--- config.mk ---
export PLATFORM = sky130hd
export DESIGN_NAME = hilo_div_unit
export DESIGN_NICKNAME = d
export VERILOG_FILES = /design/src/rtl/hilo_pkg.sv /design/src/rtl/div_radix2.sv /design/src/rtl/hilo_div_unit.sv
export SDC_FILE = /design/constraint.sdc
export NUM_CORES = 1
export LEC_CHECK = 0
export BUFFER_PORTS_ARGS = -buffer_cell sky130_fd_sc_hd__buf_2
export CAP_MARGIN = 20
export CORE_ASPECT_RATIO = 1.2
export CORE_MARGIN = 10
export CORE_UTILIZATION = 58
export DETAILED_ROUTE_END_ITERATION = 8
export PLACE_DENSITY = 0.81
export SETUP_SLACK_MARGIN = 0.02
export SLEW_MARGIN = 20
export SYNTH_ARGS = -nofsm -noshare
export SYNTH_HDL_FRONTEND = slang
export SYNTH_SLANG_ARGS = --single-unit
--- constraint.sdc ---
create_clock -name clk -period 4.2 [get_ports clk]
set_input_delay 0.63 -clock clk [delete_from_list [all_inputs] [get_ports clk]]
set_output_delay 0.63 -clock clk [all_outputs]
set_load 0.01 [all_outputs]
--- src/rtl/hilo_pkg.sv ---
// Shared encodings, widths and helpers for the HI/LO register and divide unit.
package hilo_pkg;

  localparam int unsigned DATA_W    = 32;
  localparam int unsigned DIV_STEPS = 32;
  localparam int unsigned CNT_W     = $clog2(DIV_STEPS);
  localparam int unsigned OP_W      = 3;

  localparam logic [OP_W-1:0] HILO_OP_MULT_WR = 3'd1;
  localparam logic [OP_W-1:0] HILO_OP_DIV     = 3'd2;
  localparam logic [OP_W-1:0] HILO_OP_DIVU    = 3'd3;
  localparam logic [OP_W-1:0] HILO_OP_MTHI    = 3'd4;
  localparam logic [OP_W-1:0] HILO_OP_MTLO    = 3'd5;

  typedef enum logic [1:0] {
    IDLE = 2'd0,
    CALC = 2'd1,
    FIX  = 2'd2
  } hilo_state_e;

  // Magnitude of a two's-complement operand; unsigned operands pass through.
  function automatic logic [DATA_W-1:0] abs_val(input logic [DATA_W-1:0] x,
                                                input logic              is_signed);
    return (is_signed && x[DATA_W-1]) ? DATA_W'(-x) : x;
  endfunction

endpackage

--- src/rtl/div_radix2.sv ---
// Radix-2 restoring divider datapath: remainder/quotient/divisor registers,
// iteration counter and the trial subtract. Sequencing is owned by the caller.
module div_radix2
  import hilo_pkg::*;
(
  input  logic              clk,
  input  logic              rst_n,
  input  logic              i_start,
  input  logic              i_step,
  input  logic [DATA_W-1:0] i_dividend,
  input  logic [DATA_W-1:0] i_divisor,
  output logic [DATA_W-1:0] o_quo,
  output logic [DATA_W-1:0] o_rem,
  output logic              o_last_c
);

  logic [DATA_W-1:0] r_rem;
  logic [DATA_W-1:0] r_quo;
  logic [DATA_W-1:0] r_div;
  logic [CNT_W-1:0]  r_cnt;

  logic [DATA_W:0]   w_rem_sh;
  logic [DATA_W:0]   w_diff;
  logic              w_ge;
  logic [DATA_W-1:0] w_rem_nxt;
  logic [DATA_W-1:0] w_quo_nxt;

  // One iteration: shift {rem,quo} left, trial-subtract, restore on borrow.
  always_comb begin
    w_rem_sh  = {r_rem, r_quo[DATA_W-1]};
    w_ge      = (w_rem_sh >= {1'b0, r_div});
    w_diff    = w_rem_sh - {1'b0, r_div};
    w_rem_nxt = w_ge ? w_diff[DATA_W-1:0] : w_rem_sh[DATA_W-1:0];
    w_quo_nxt = {r_quo[DATA_W-2:0], w_ge};
  end

  // Load operands on start, advance one quotient bit per step.
  always_ff @(posedge clk or negedge rst_n) begin
    if (!rst_n) begin
      r_rem <= '0;
      r_quo <= '0;
      r_div <= '0;
      r_cnt <= '0;
    end else if (i_start) begin
      r_rem <= '0;
      r_quo <= i_dividend;
      r_div <= i_divisor;
      r_cnt <= '0;
    end else if (i_step) begin
      r_rem <= w_rem_nxt;
      r_quo <= w_quo_nxt;
      r_cnt <= r_cnt + CNT_W'(1);
    end
  end

  assign o_quo    = r_quo;
  assign o_rem    = r_rem;
  assign o_last_c = (r_cnt == CNT_W'(DIV_STEPS - 1));

endmodule

--- src/rtl/hilo_div_unit.sv ---
// HI/LO architectural register pair with MULT write-back, MTHI/MTLO and an
// iterative 32-bit DIV/DIVU. Optional macro HILO_FWD_EN forwards same-cycle
// single-cycle writes onto hi_o/lo_o.
module hilo_div_unit
  import hilo_pkg::*;
(
  input  logic              clk,
  input  logic              resetn,
  input  logic              op_valid,
  input  logic [OP_W-1:0]   op,
  input  logic [DATA_W-1:0] src_a,
  input  logic [DATA_W-1:0] src_b,
  input  logic [DATA_W-1:0] alu_hi,
  input  logic [DATA_W-1:0] alu_lo,
  input  logic              flush,
  output logic [DATA_W-1:0] hi_o,
  output logic [DATA_W-1:0] lo_o,
  output logic              busy,
  output logic              div_done
);

  hilo_state_e       r_state;
  hilo_state_e       w_state_nxt;
  logic [DATA_W-1:0] r_hi;
  logic [DATA_W-1:0] r_lo;
  logic              r_busy;
  logic              r_div_done;
  logic              r_neg_q;
  logic              r_neg_r;

  logic              w_accept;
  logic              w_is_div;
  logic              w_is_signed;
  logic              w_b_zero;
  logic              w_div_start;
  logic              w_step;
  logic [DATA_W-1:0] w_dividend_abs;
  logic [DATA_W-1:0] w_divisor_abs;
  logic [DATA_W-1:0] w_quo;
  logic [DATA_W-1:0] w_rem;
  logic              w_last;
  logic [DATA_W-1:0] w_quo_fix;
  logic [DATA_W-1:0] w_rem_fix;

  logic              w_hi_we;
  logic              w_lo_we;
  logic [DATA_W-1:0] w_hi_wd;
  logic [DATA_W-1:0] w_lo_wd;
  logic              w_done_nxt;

  // Op decode and acceptance; flush always wins over a new op.
  assign w_accept       = op_valid && !r_busy && !flush;
  assign w_is_div       = (op == HILO_OP_DIV) || (op == HILO_OP_DIVU);
  assign w_is_signed    = (op == HILO_OP_DIV);
  assign w_b_zero       = (src_b == '0);
  assign w_div_start    = w_accept && w_is_div && !w_b_zero;
  assign w_step         = (r_state == CALC);
  assign w_dividend_abs = abs_val(src_a, w_is_signed);
  assign w_divisor_abs  = abs_val(src_b, w_is_signed);

  div_radix2 u_div (
    .clk        (clk),
    .rst_n      (resetn),
    .i_start    (w_div_start),
    .i_step     (w_step),
    .i_dividend (w_dividend_abs),
    .i_divisor  (w_divisor_abs),
    .o_quo      (w_quo),
    .o_rem      (w_rem),
    .o_last_c   (w_last)
  );

  // Sign fixup: quotient negative when operand signs differ, remainder follows dividend.
  assign w_quo_fix = r_neg_q ? DATA_W'(-w_quo) : w_quo;
  assign w_rem_fix = r_neg_r ? DATA_W'(-w_rem) : w_rem;

  // Next-state and HI/LO write control.
  always_comb begin
    w_state_nxt = r_state;
    w_hi_we     = 1'b0;
    w_lo_we     = 1'b0;
    w_hi_wd     = r_hi;
    w_lo_wd     = r_lo;
    w_done_nxt  = 1'b0;
    case (r_state)
      IDLE: begin
        if (w_accept) begin
          case (op)
            HILO_OP_MULT_WR: begin
              w_hi_we = 1'b1;
              w_hi_wd = alu_hi;
              w_lo_we = 1'b1;
              w_lo_wd = alu_lo;
            end
            HILO_OP_MTHI: begin
              w_hi_we = 1'b1;
              w_hi_wd = src_a;
            end
            HILO_OP_MTLO: begin
              w_lo_we = 1'b1;
              w_lo_wd = src_a;
            end
            HILO_OP_DIV, HILO_OP_DIVU: begin
              if (w_b_zero) begin
                w_hi_we    = 1'b1;
                w_hi_wd    = src_a;
                w_lo_we    = 1'b1;
                w_lo_wd    = '1;
                w_done_nxt = 1'b1;
              end else begin
                w_state_nxt = CALC;
              end
            end
            default: ;
          endcase
        end
      end
      CALC: begin
        if (flush) begin
          w_state_nxt = IDLE;
        end else if (w_last) begin
          w_state_nxt = FIX;
        end
      end
      FIX: begin
        w_state_nxt = IDLE;
        if (!flush) begin
          w_hi_we    = 1'b1;
          w_hi_wd    = w_rem_fix;
          w_lo_we    = 1'b1;
          w_lo_wd    = w_quo_fix;
          w_done_nxt = 1'b1;
        end
      end
      default: w_state_nxt = IDLE;
    endcase
  end

  // State, busy/done flags and latched sign flags.
  always_ff @(posedge clk or negedge resetn) begin
    if (!resetn) begin
      r_state    <= IDLE;
      r_busy     <= 1'b0;
      r_div_done <= 1'b0;
      r_neg_q    <= 1'b0;
      r_neg_r    <= 1'b0;
    end else begin
      r_state    <= w_state_nxt;
      r_busy     <= (w_state_nxt != IDLE);
      r_div_done <= w_done_nxt;
      if (w_div_start) begin
        r_neg_q <= w_is_signed && (src_a[DATA_W-1] ^ src_b[DATA_W-1]);
        r_neg_r <= w_is_signed && src_a[DATA_W-1];
      end
    end
  end

  // Architectural HI/LO registers.
  always_ff @(posedge clk or negedge resetn) begin
    if (!resetn) begin
      r_hi <= '0;
      r_lo <= '0;
    end else begin
      if (w_hi_we) r_hi <= w_hi_wd;
      if (w_lo_we) r_lo <= w_lo_wd;
    end
  end

`ifdef HILO_FWD_EN
  // Bypass accepted single-cycle writes; divide results are never forwarded.
  always_comb begin
    hi_o = r_hi;
    lo_o = r_lo;
    if (w_accept) begin
      case (op)
        HILO_OP_MULT_WR: begin
          hi_o = alu_hi;
          lo_o = alu_lo;
        end
        HILO_OP_MTHI: hi_o = src_a;
        HILO_OP_MTLO: lo_o = src_a;
        default: ;
      endcase
    end
  end
`else
  assign hi_o = r_hi;
  assign lo_o = r_lo;
`endif

  assign busy     = r_busy;
  assign div_done = r_div_done;

endmodule
### Word-level counts from Yosys, hierarchy flattened

Index checks and enable logic that the tools add are counted.

| word-level totals | value |
|---|---|
| flip-flop bits (word level) | 171 |
| bits of input ports | 135 |
| output and inout bits | 66 |
| logic and storage cells | 91 |

| cells by class | value |
|---|---|
| $add $sub $neg | 6 |
| magnitude comparators | 1 |
| eq/ne operators | 13 |
| muxes and demuxes | 38 |
| bitwise logic cells | 1 |
| reduce and logical (&&, ||, !) cells | 21 |

Operator list:

| cell | count |
|---|---|
| $mux 32 | 15 |
| $pmux 32 s3 | 2 |
| $neg 32->32 | 4 |
| $pmux 32 s2 | 2 |
| $ge 33x32->1 | 1 |
| $logic_not 32->1 | 1 |
| $sub 32x32->32 | 1 |
| $reduce_and 6->1 | 2 |
| $mux 2 | 5 |
| $mux 5 | 2 |
| $pmux 1 s2 | 5 |
| $ne 4x1->1 const B | 2 |
| $logic_and 1x1->1 | 7 |
| $eq 3x2->1 const B | 2 |
| $eq 3x3->1 const B | 2 |
| $mux 1 | 6 |
| $reduce_bool 2->1 | 3 |
| $reduce_or 2->1 | 3 |
| $add 5x1->5 const B | 1 |
| $eq 5x5->1 const B | 1 |
| $ne 2x2->1 const B | 2 |
| $pmux 2 s2 | 1 |
| $eq 3x1->1 const B | 1 |
| $logic_not 1->1 | 3 |
| other kinds (6) | 6 |

### Longest topological paths before layout

Gate-level depths: netlist of run 1.

| depth | value |
|---|---|
| depth in word-level cells | 6 |
| depth in mapped cells | 14 |
| mapped depth without buffers | 13 |

### Modules after synthesis

From an unflattened synthesis of run 1, not the netlist that was laid out.

| unflattened totals | value |
|---|---|
| cell total of the unflattened synthesis | 1659 |
| area, all modules | 12856.1 sq um |

By module, submodules not included:

| module | instances | cells an instance | area each (sq um) | sequential area each (sq um) |
|---|---|---|---|---|
| hilo_div_unit | 1 | 946 | 6708.9 | 1751.7 |
| div_radix2 | 1 | 713 | 6147.1 | 2527.4 |

### Worst setup path after synthesis of run 1

Ideal clock, no wire load.

| timing path | value |
|---|---|
| path type | input -> register |
| start point | in src_b[17] |
| end point | reg u_div.r_quo[20] (netlist: u_div.o_quo[20]) |
| library setup time | 0.141 ns |
| arrival | 3.122 ns |
| data required time | 4.059 ns |
| path slack | 0.937 ns |
| stages | 9 |
| buffers on the path | 3 |
| cell sequence | or4_1 > nor4_1 > nand3_1 > nor3_1 > or3_1 > clkbuf_1 > clkbuf_1 > clkbuf_1 > a31oi_1 |

| between the ends | value |
|---|---|
| cells in the longest elaborated chain, start to end | 4 |
| elaborated cells between the ends (all ways) | 5 |
| those cells by class | mux: 1; reduce/logical: 4 |

RTL lines:

| element | RTL line | text |
|---|---|---|
| start, declared | hilo_div_unit.sv:12 | `input logic [DATA_W-1:0] src_b,` |
| $logic_not 32->1 * | hilo_div_unit.sv:55 | `assign w_b_zero = (src_b == '0);` |
| $logic_not 1->1 * | hilo_div_unit.sv:56 | `assign w_div_start = w_accept && w_is_div && !w_b_zero;` |
| $logic_and 1x1->1 * | hilo_div_unit.sv:56 |  |
| $mux 32 / $reduce_bool 2->1 (equally long branches) | - |  |
| end signal, assigned | div_radix2.sv:46 | `r_quo <= i_dividend;` |
| end signal, assigned | div_radix2.sv:51 | `r_quo <= w_quo_nxt;` |
| end, declared | div_radix2.sv:18 | `logic [DATA_W-1:0] r_quo;` |

Mark *: on every way between the ends. The rest lies on a longest branch, timed or not.
A chain may end at the register's enable or synchronous reset.

### Worst setup path in the final report of run 1

| timing path | value |
|---|---|
| start point | reg u_div.r_quo[14] (netlist: u_div.o_quo[14]) |
| end point | reg r_lo[31] (netlist: lo_o[31]) |

| between the ends | value |
|---|---|
| cells in the longest elaborated chain, start to end | 4 |

RTL lines:

| element | RTL line | text |
|---|---|---|
| $neg 32->32 | hilo_div_unit.sv:74 | `assign w_quo_fix = r_neg_q ? DATA_W'(-w_quo) : w_quo;` |
| $mux 32 | hilo_div_unit.sv:74 |  |
| $mux 32 | hilo_div_unit.sv:127 | `if (!flush) begin` |
| $pmux 32 s2 | hilo_div_unit.sv:85 | `case (r_state)` |
| end signal, assigned | hilo_div_unit.sv:165 | `if (w_lo_we) r_lo <= w_lo_wd;` |
| end, declared | hilo_div_unit.sv:25 | `logic [DATA_W-1:0] r_lo;` |

Every way passes these cells. The select of a mux whose other input is x is not followed.

==> results of run 1 <==
[cell usage after synthesis, drive strengths merged, types with 5 or more instances]
cell type and count:
nand2 249, nor2 189, dfrtp 171, o21ai 146, a21oi 142, xnor2 97, clkbuf 90, inv 53
xor2 52, mux2i 45, a31oi 44, ha 38, a211oi 31, o31ai 29, a21o 24, nor3 23
or3 19, nand3 18, nand2b 15, or4 14, buf 13, o211ai 11, o41ai 11, a311oi 10
nand4 10, nor4 8, a221oi 7, and3 7, nand3b 6, nor2b 6, o22ai 6, and2 5
or2 5
[worst register-to-register path: stages (launching register included)]
cell	delay, ns
dfrtp_1	0.44
or4_4	0.57
or3_1	0.36
or3_1	0.39
or4_4	0.44
or4_4	0.48
o31ai_4	0.26
xnor2_1	0.31
a221oi_2	0.14
a21o_1	0.20
[metal layers]
metal | track usage, % | share of wire (%) | vias to the layer above
li1 | - | - | 6002
met1 | 33.6 | 38 | 5810
met2 | 47.8 | 48 | 568
met3 | 5.93 | 7.8 | 116
met4 | 15.7 | 5.3 | 0
met5 | 0 | 0 | -
[how the worst max path moves through the flow]
stage | startpoint | to | slack, ns | depth (start not counted)
after detailed placement | u_div.o_quo[14] | lo_o[31] | 0.56 | 9
final | u_div.o_quo[14] | lo_o[31] | 0.51 | 9
after floorplan | src_b[17] | u_div.o_quo[20] | 0.94 | 9
after CTS | u_div.o_quo[14] | lo_o[31] | 0.54 | 9
after global routing | u_div.o_rem[10] | u_div.o_rem[7] | 0.46 | 10
after global placement | u_div.o_quo[14] | lo_o[31] | 0.54 | 9
[state kept, by name (all words and copies together), names as in the netlist]
register,count
u_div.r_div,32
u_div.o_quo,32
busy,1
div_done,1
r_neg_q,1
u_div.o_rem,32
lo_o,32
r_state,2
hi_o,32
u_div.r_cnt,5
r_neg_r,1
[cells by family (layout without fill, tap and decap cells)]
logic type	after synthesis	in the layout	share of synthesized area (%)
AOI/OAI and AO/OA	483	483	23.2
xor gates and xnor gates	149	149	10.3
adders and majority gates	39	39	3.93
buffers and inverters	156	310	4.65
DFF	171	171	33.9
muxes	46	46	3.66
and+or+nand+nor	583	583	20.3
[stage by stage]
stage          hold slack (ns)  setup WS [ns]  utilization (%)
5_1_grt                  0.305          0.463             67.2
3_3_place_gp             0.455          0.544             64.4
2_1_floorplan            0.334          0.937                -
4_1_cts                  0.291          0.537             67.2
3_5_place_dp             0.462          0.557             64.4
6_report                 0.216          0.511             67.2
[power by group through the flow]
stage	Combinational (W)	Sequential, W	Clock (W)
floorplan	0.00320	0.00271	0
global placement	0.00448	0.00280	0
global route	0.00510	0.00290	0.00173
finish	0.00458	0.00283	0.00164
CTS	0.00456	0.00280	0.00164
detailed placement	0.00453	0.00283	0
[cell type report]
class                      count  area (sq um)  share of cell area, %
clock buffer                  17           425                   2.94
clock inverter                15           178                   1.23
inverter                      53           199                   1.37
multi-input combinational   1300          7800                   53.9
sequential                   171          4280                   29.5
tap                          274           343                   2.37
timing repair buffer         225          1260                   8.68
==> metrics.csv, run 1 <==
stage,metric,value,unit
run_status,status,completed,
setup_path,Crit Reg-Reg Endpoint,lo_o[31],
routing,DR iter-0 viols,964,
floorplan,Die Width,155,um
global_routing,vias in the first global route,12200,
synth,sequential area share after synthesis,33.9,%
clock_tree,"Setup Fix Bufs, Post-CTS",0,
pwr,internal power,0.00491,W
setup_path,CP Cell Sequence,"or4_4, or3_1, or3_1, or4_4, or4_4, o31ai_4, xnor2_1, a221oi_2, a21o_1",
global_routing,initial antenna violation count,0,
synth,"EDFF count, synth",0,
pwr,clock group share of total power,18.1,%
floorplan,height of the die,182,um
clock_tree,CTS Buf Count,17,
global_routing,grt total ovfl,0,
sta,period utilisation layout,87.8,%
placed_design,RePlAce Congestion,0.975,
routing,vias after detailed routing,12500,
placed_design,Final HPWL DP,31500,um
pwr,sequential power share,31.2,%
clock_tree,clk sinks,171,
global_routing,gr usage total,28.6,%
placed_design,placed instance area,13900,sq um
synth,leading area contributor after synthesis,dfrtp_1,
global_routing,largest net degree at the start of global routing,93,
setup_path,CP most frequent cell,or4_4,
sta,Final Hold Viols,0,
synth,Syn Area/Cell,7.76,sq um
floorplan,Initial Utilization,58.6,%
floorplan,row count,59,
layout,Layout area overhead,14.8,%
pwr,PnR Total Power,0.00905,W
clock_tree,CTS Hold Bufs,0,
clock_tree,CTS Buffer Depth,2,
layout,Final nets,1942,
setup_path,"Slowest-stage cell, CP",or4_4,
setup_path,"Max FO, Critical Path",4,
sta,fmax,271,MHz
placed_design,Cells after DPL,2023,
routing,drt drc,0,
sta,Slew Limit Fails,0,
setup_path,Reg2Reg Setup Slack,0.51,ns
worst_hold_path,Hold Path Class,in2async,
clock_tree,clock root cell,clkbuf_16,
setup_path,Worst Path Arrival,4.02,ns
synth,Yosys cell types,61,
layout,most frequent cells in the layout,"249 x nand2_1, 199 x buf_2, 187 x nor2_1",
setup_path,worst-case reg-to-reg path depth,9,
routing,via/cell ratio,6.08,
layout,fin cells,2055,
setup_path,reg2reg start,u_div.o_quo[14],
floorplan,I/O pins,201,
floorplan,die area,28100,sq um
pwr,Lkg Pwr,6.61,nW
setup_path,Worst Path Required,4.53,ns
clock_tree,H-tree level count,4,
setup_path,startpoint types,flop,
synth,Gate Count Post-Synth,1627,
clock_tree,"CTS clk-pin slew, worst paths",0.07,ns
synth,syn nets,1801,
clock_tree,post_cts resized,0,
synth,"FFs w/ async S/R, synth",100,%
synth,Synth top area share,33.9,%
synth,register bit total from synthesis,171,
synth,"Top FF cell, synth",dfrtp_1,
setup_path,WS Path Type,reg2reg,
layout,"commonest non-fill, non-tap cell in the layout",nand2_1,
pwr,Switching Fraction,45.8,%
floorplan,core area,21600,sq um
sta,Finish-stage setup viols,0,
layout,final instance area,14500,sq um
global_routing,first-pass GRT wire length,65400,um
pwr,Peak VDD IR,353,uV
layout,filler instances,1890,
setup_path,crit-path leading delay family,simple AND/OR/NAND/NOR gates,
setup_path,"Buf+Inv Stages, Crit Path",0,
layout,ant diodes,0,
clock_tree,clock latency on the worst-skew pair,0.45,ns
routing,routed len/inst,20.0,um
routing,Detail Route Antenna Nets,0,
pwr,P_sw,0.00414,W
synth,Mapped Area,12600,sq um
setup_path,Setup crit end kind,flop,
routing,drt first pass iters,6,
synth,largest cells by area after synthesis,"dfrtp_1 34%, nand2_1 7.4%, xnor2_1 6.7%, o21ai_0 5.7%, a21oi_1 5.6%",
sta,Worst-Margin Slew,1.00,ns
layout,proportion of layout cells with a drive suffix above 1,16.0,%
sta,RSZ-0062 raised after global routing,no,
synth,Yosys warnings,0,
placed_design,PortBufs,200,
routing,final WL,41100,um
pwr,logic gate share of total power,50.6,%
sta,Final Skew,0.0156,ns
sta,relative slew slack,33.1,%
pwr,P per Cell Area,625,nW/um^2
sta,setup TNS,0,ns
sta,fin crit period,3.69,ns
clock_tree,CTS tree,yes,
setup_path,Crit path largest cell delay,0.57,ns
flow_run,Max Cap Viol,0,
Power figures use the tool's default switching activity.
==> run 2, diff against run 1 <==
--- a/config.mk
+++ b/config.mk
@@ -5,13 +5,14 @@
 export SDC_FILE = /design/constraint.sdc
 export NUM_CORES = 1
 export LEC_CHECK = 0
+export ABC_AREA = 1
 export BUFFER_PORTS_ARGS = -buffer_cell sky130_fd_sc_hd__buf_2
 export CAP_MARGIN = 20
 export CORE_ASPECT_RATIO = 1.2
 export CORE_MARGIN = 10
-export CORE_UTILIZATION = 58
+export CORE_UTILIZATION = 59
 export DETAILED_ROUTE_END_ITERATION = 8
-export PLACE_DENSITY = 0.81
+export PLACE_DENSITY = 0.82
 export SETUP_SLACK_MARGIN = 0.02
 export SLEW_MARGIN = 20
 export SYNTH_ARGS = -nofsm -noshare
==> run 2 against run 1 <==
Design area grew 11%. Clock-buffer cell count grew 2. Global-route usage grew 4.3 points. Non-clock buffer count shrank 12. Critical path type is now in2reg. Die area grew 11%. Sequential power shrank 17%. Clock power shrank 9%. Critical endpoint is now u_div.o_rem[29]. Sequential share of layout area shrank 2.9 points. Largest cell class unchanged.
==> metrics.csv, run 2 <==
stage,metric,value,unit,change
run_status,status,completed,,
setup_path,startpoint types,input port,,
setup_path,worst-case reg-to-reg path depth,13,,+4
synth,"EDFF count, synth",0,,unchanged
floorplan,Initial Utilization,60.2,%,+1.6 points
global_routing,vias in the first global route,15700,,+28%
synth,leading area contributor after synthesis,dfrtp_1,,
layout,fin cells,2855,,+39%
synth,sequential area share after synthesis,29.6,%,-4.3 points
global_routing,initial antenna violation count,0,,unchanged
global_routing,grt total ovfl,0,,unchanged
pwr,Peak VDD IR,292,uV,-17%
global_routing,first-pass GRT wire length,82100,um,+26%
global_routing,largest net degree at the start of global routing,101,,+8.6%
clock_tree,clk sinks,171,,unchanged
setup_path,Worst Path Required,4.54,ns,about the same
sta,period utilisation layout,69.5,%,-18 points
clock_tree,"Setup Fix Bufs, Post-CTS",0,,unchanged
worst_hold_path,Hold Path Class,in2async,,
layout,Final nets,2697,,+39%
sta,Worst-Margin Slew,1.08,ns,+0.0763 ns
setup_path,CP startpoint,src_b[0],,
synth,register bit total from synthesis,171,,unchanged
sta,Slew Limit Fails,0,,unchanged
sta,setup TNS,0,ns,unchanged
synth,syn nets,2546,,+41%
floorplan,row count,62,,+5.1%
clock_tree,post_cts resized,0,,unchanged
layout,ant diodes,0,,unchanged
floorplan,Die Width,163,um,+5.4%
floorplan,height of the die,192,um,+5.5%
routing,drt drc,0,,unchanged
setup_path,WS Path Type,in2reg,,
synth,Yosys warnings,0,,unchanged
placed_design,Final HPWL DP,41200,um,+31%
layout,final instance area,16100,sq um,+11%
flow_run,Max Cap Viol,0,,unchanged
synth,most frequent cell after synthesis,nand2_1,,
clock_tree,CTS Buffer Depth,2,,unchanged
clock_tree,clock root cell,clkbuf_16,,
clock_tree,clock latency on the worst-skew pair,0.45,ns,about the same
placed_design,RePlAce Congestion,1.06,,+8.8%
sta,Final Skew,0.00937,ns,-0.00621 ns
setup_path,reg2reg start,u_div.o_rem[14],,
routing,final WL,52000,um,+27%
synth,Syn Area/Cell,6.10,sq um,-21%
setup_path,Reg2Reg Setup Slack,1.31,ns,+0.80 ns
routing,Detail Route Antenna Nets,0,,unchanged
clock_tree,CTS Hold Bufs,0,,unchanged
layout,Layout area overhead,11.1,%,
synth,largest cells by area after synthesis,"dfrtp_1 30%, nand2_1 23%, nand3_1 8.1%, inv_1 7.9%, o21ai_0 5.8%",,
synth,Gate Count Post-Synth,2372,,+46%
layout,most frequent cells in the layout,"879 x nand2_1, 305 x inv_1, 234 x nand3_1",,
synth,Mapped Area,14500,sq um,+15%
floorplan,core area,24000,sq um,+12%
pwr,Lkg Pwr,8.87,nW,+34%
sta,Final Hold Viols,0,,unchanged
synth,most frequent cells after synthesis,"880 x nand2_1, 306 x inv_1, 234 x nand3_1, 188 x nor2_1, 171 x dfrtp_1",,
setup_path,Crit Reg-Reg Endpoint,u_div.o_rem[28],,
sta,fin crit period,2.92,ns,-0.770 ns
sta,Finish-stage setup viols,0,,unchanged
clock_tree,"CTS clk-pin slew, worst paths",0.07,ns,about the same
clock_tree,CTS tree,yes,,
synth,Synth top area share,29.6,%,-4.3 points
routing,vias after detailed routing,16500,,+32%
floorplan,I/O pins,201,,unchanged
placed_design,Cells after DPL,2824,,+40%
routing,via/cell ratio,5.77,,-5.1%
setup_path,Setup crit end kind,flop,,
pwr,P per Cell Area,394,nW/um^2,-37%
sta,relative slew slack,28.1,%,-4.9 points
sta,RSZ-0062 raised after global routing,no,,
placed_design,placed instance area,15500,sq um,+12%
layout,"commonest non-fill, non-tap cell in the layout",nand2_1,,
routing,routed len/inst,18.2,um,-8.8%
setup_path,"Max FO, Critical Path",35,,+31
layout,proportion of layout cells with a drive suffix above 1,11.0,%,-5.0 points
synth,"Top FF cell, synth",dfrtp_1,,
routing,DR iter-0 viols,1474,,+53%
clock_tree,H-tree level count,4,,unchanged
floorplan,die area,31200,sq um,+11%
clock_tree,CTS Buf Count,17,,unchanged
setup_path,Worst Path Arrival,3.26,ns,-0.76 ns
placed_design,PortBufs,200,,unchanged
global_routing,gr usage total,32.9,%,+4.3 points
sta,fmax,343,MHz,+26%
routing,drt first pass iters,8,,+2
synth,"FFs w/ async S/R, synth",100,%,unchanged
synth,Yosys cell types,43,,-30%
[run 2: cell types whose count changed after synthesis, sizes merged, moves of 42 or more]
cell,change
a21oi,-72
buf,+42
clkbuf,-64
inv,+261
mux2i,-45
nand2,+638
nand3,+218
xnor2,-78
[run 2: power by group]
group	leakage, nW	switching (W)	total [W]	internal (W)
clock network	0.252	0.000720	0.00149	0.000774
registers	2.19	0.000323	0.00234	0.00202
logic	6.42	0.00167	0.00250	0.000836
[run 2: layout make-up]
cell class | count | area [sq um]
multi-input combinational | 1806 | 8560
tap | 320 | 400
clock buffer | 19 | 443
fill | 2296 | 7970
clock inverter | 12 | 92.6
timing repair buffer | 213 | 1130
sequential | 171 | 4280
inverter | 314 | 1180
[run 2: worst max-delay path by stage]
stage	end	slack, ns	depth (start not counted)
final	u_div.o_rem[29]	1.28	15
after global routing	u_div.o_rem[28]	1.07	15
after CTS	u_div.o_rem[28]	1.34	13
after detailed placement	u_div.r_div[26]	0.92	13
after global placement	u_div.r_div[26]	1.0	13
after floorplan	hi_o[19]	2.08	14
[run 2: worst max-delay path: stages]
cell and delay, ns:
buf_2 0.07, inv_1 0.05, ha_1 0.21, nand3_1 0.14, nor2_1 0.10, nand2_1 0.15
nor2_4 0.07, nor2_4 0.60, buf_4 0.48, nor2_8 0.13, buf_4 0.29, nand2_1 0.10
nand2_1 0.06, nand2_1 0.07, nand2_1 0.05
[run 2: metal layers]
layer / vias up / part of all wire, % / track usage [%]
li1: 7912 / - / -
met1: 7506 / 36 / 36.9
met2: 875 / 49 / 56.8
met3: 181 / 8.7 / 5.55
met4: 0 / 6.7 / 21.3
met5: - / 0 / 0
[run 2: per-stage QoR]
stage / util, % / setup slack (ns) / hold WS [ns] / power [W]
2_1_floorplan: - / 2.08 / 0.334 / 0.00390
3_3_place_gp: 64.6 / 0.996 / 0.450 / 0.00473
3_5_place_dp: 64.6 / 0.920 / 0.454 / 0.00481
4_1_cts: 66.9 / 1.34 / 0.330 / 0.00629
5_1_grt: 66.9 / 1.07 / 0.350 / 0.00672
6_report: 66.9 / 1.28 / 0.264 / 0.00634
[run 2: cells by family (layout without fill, tap and decap cells)]
family	count (synthesis)	in the layout	synth area share [%]
AOI/OAI and AO/OA	318	318	12.5
xor gates and xnor gates	50	50	3.03
and+or+nand+nor	1399	1399	40.2
DFF	171	171	29.6
adders and majority gates	39	39	3.42
buffers and inverters	395	558	11.3
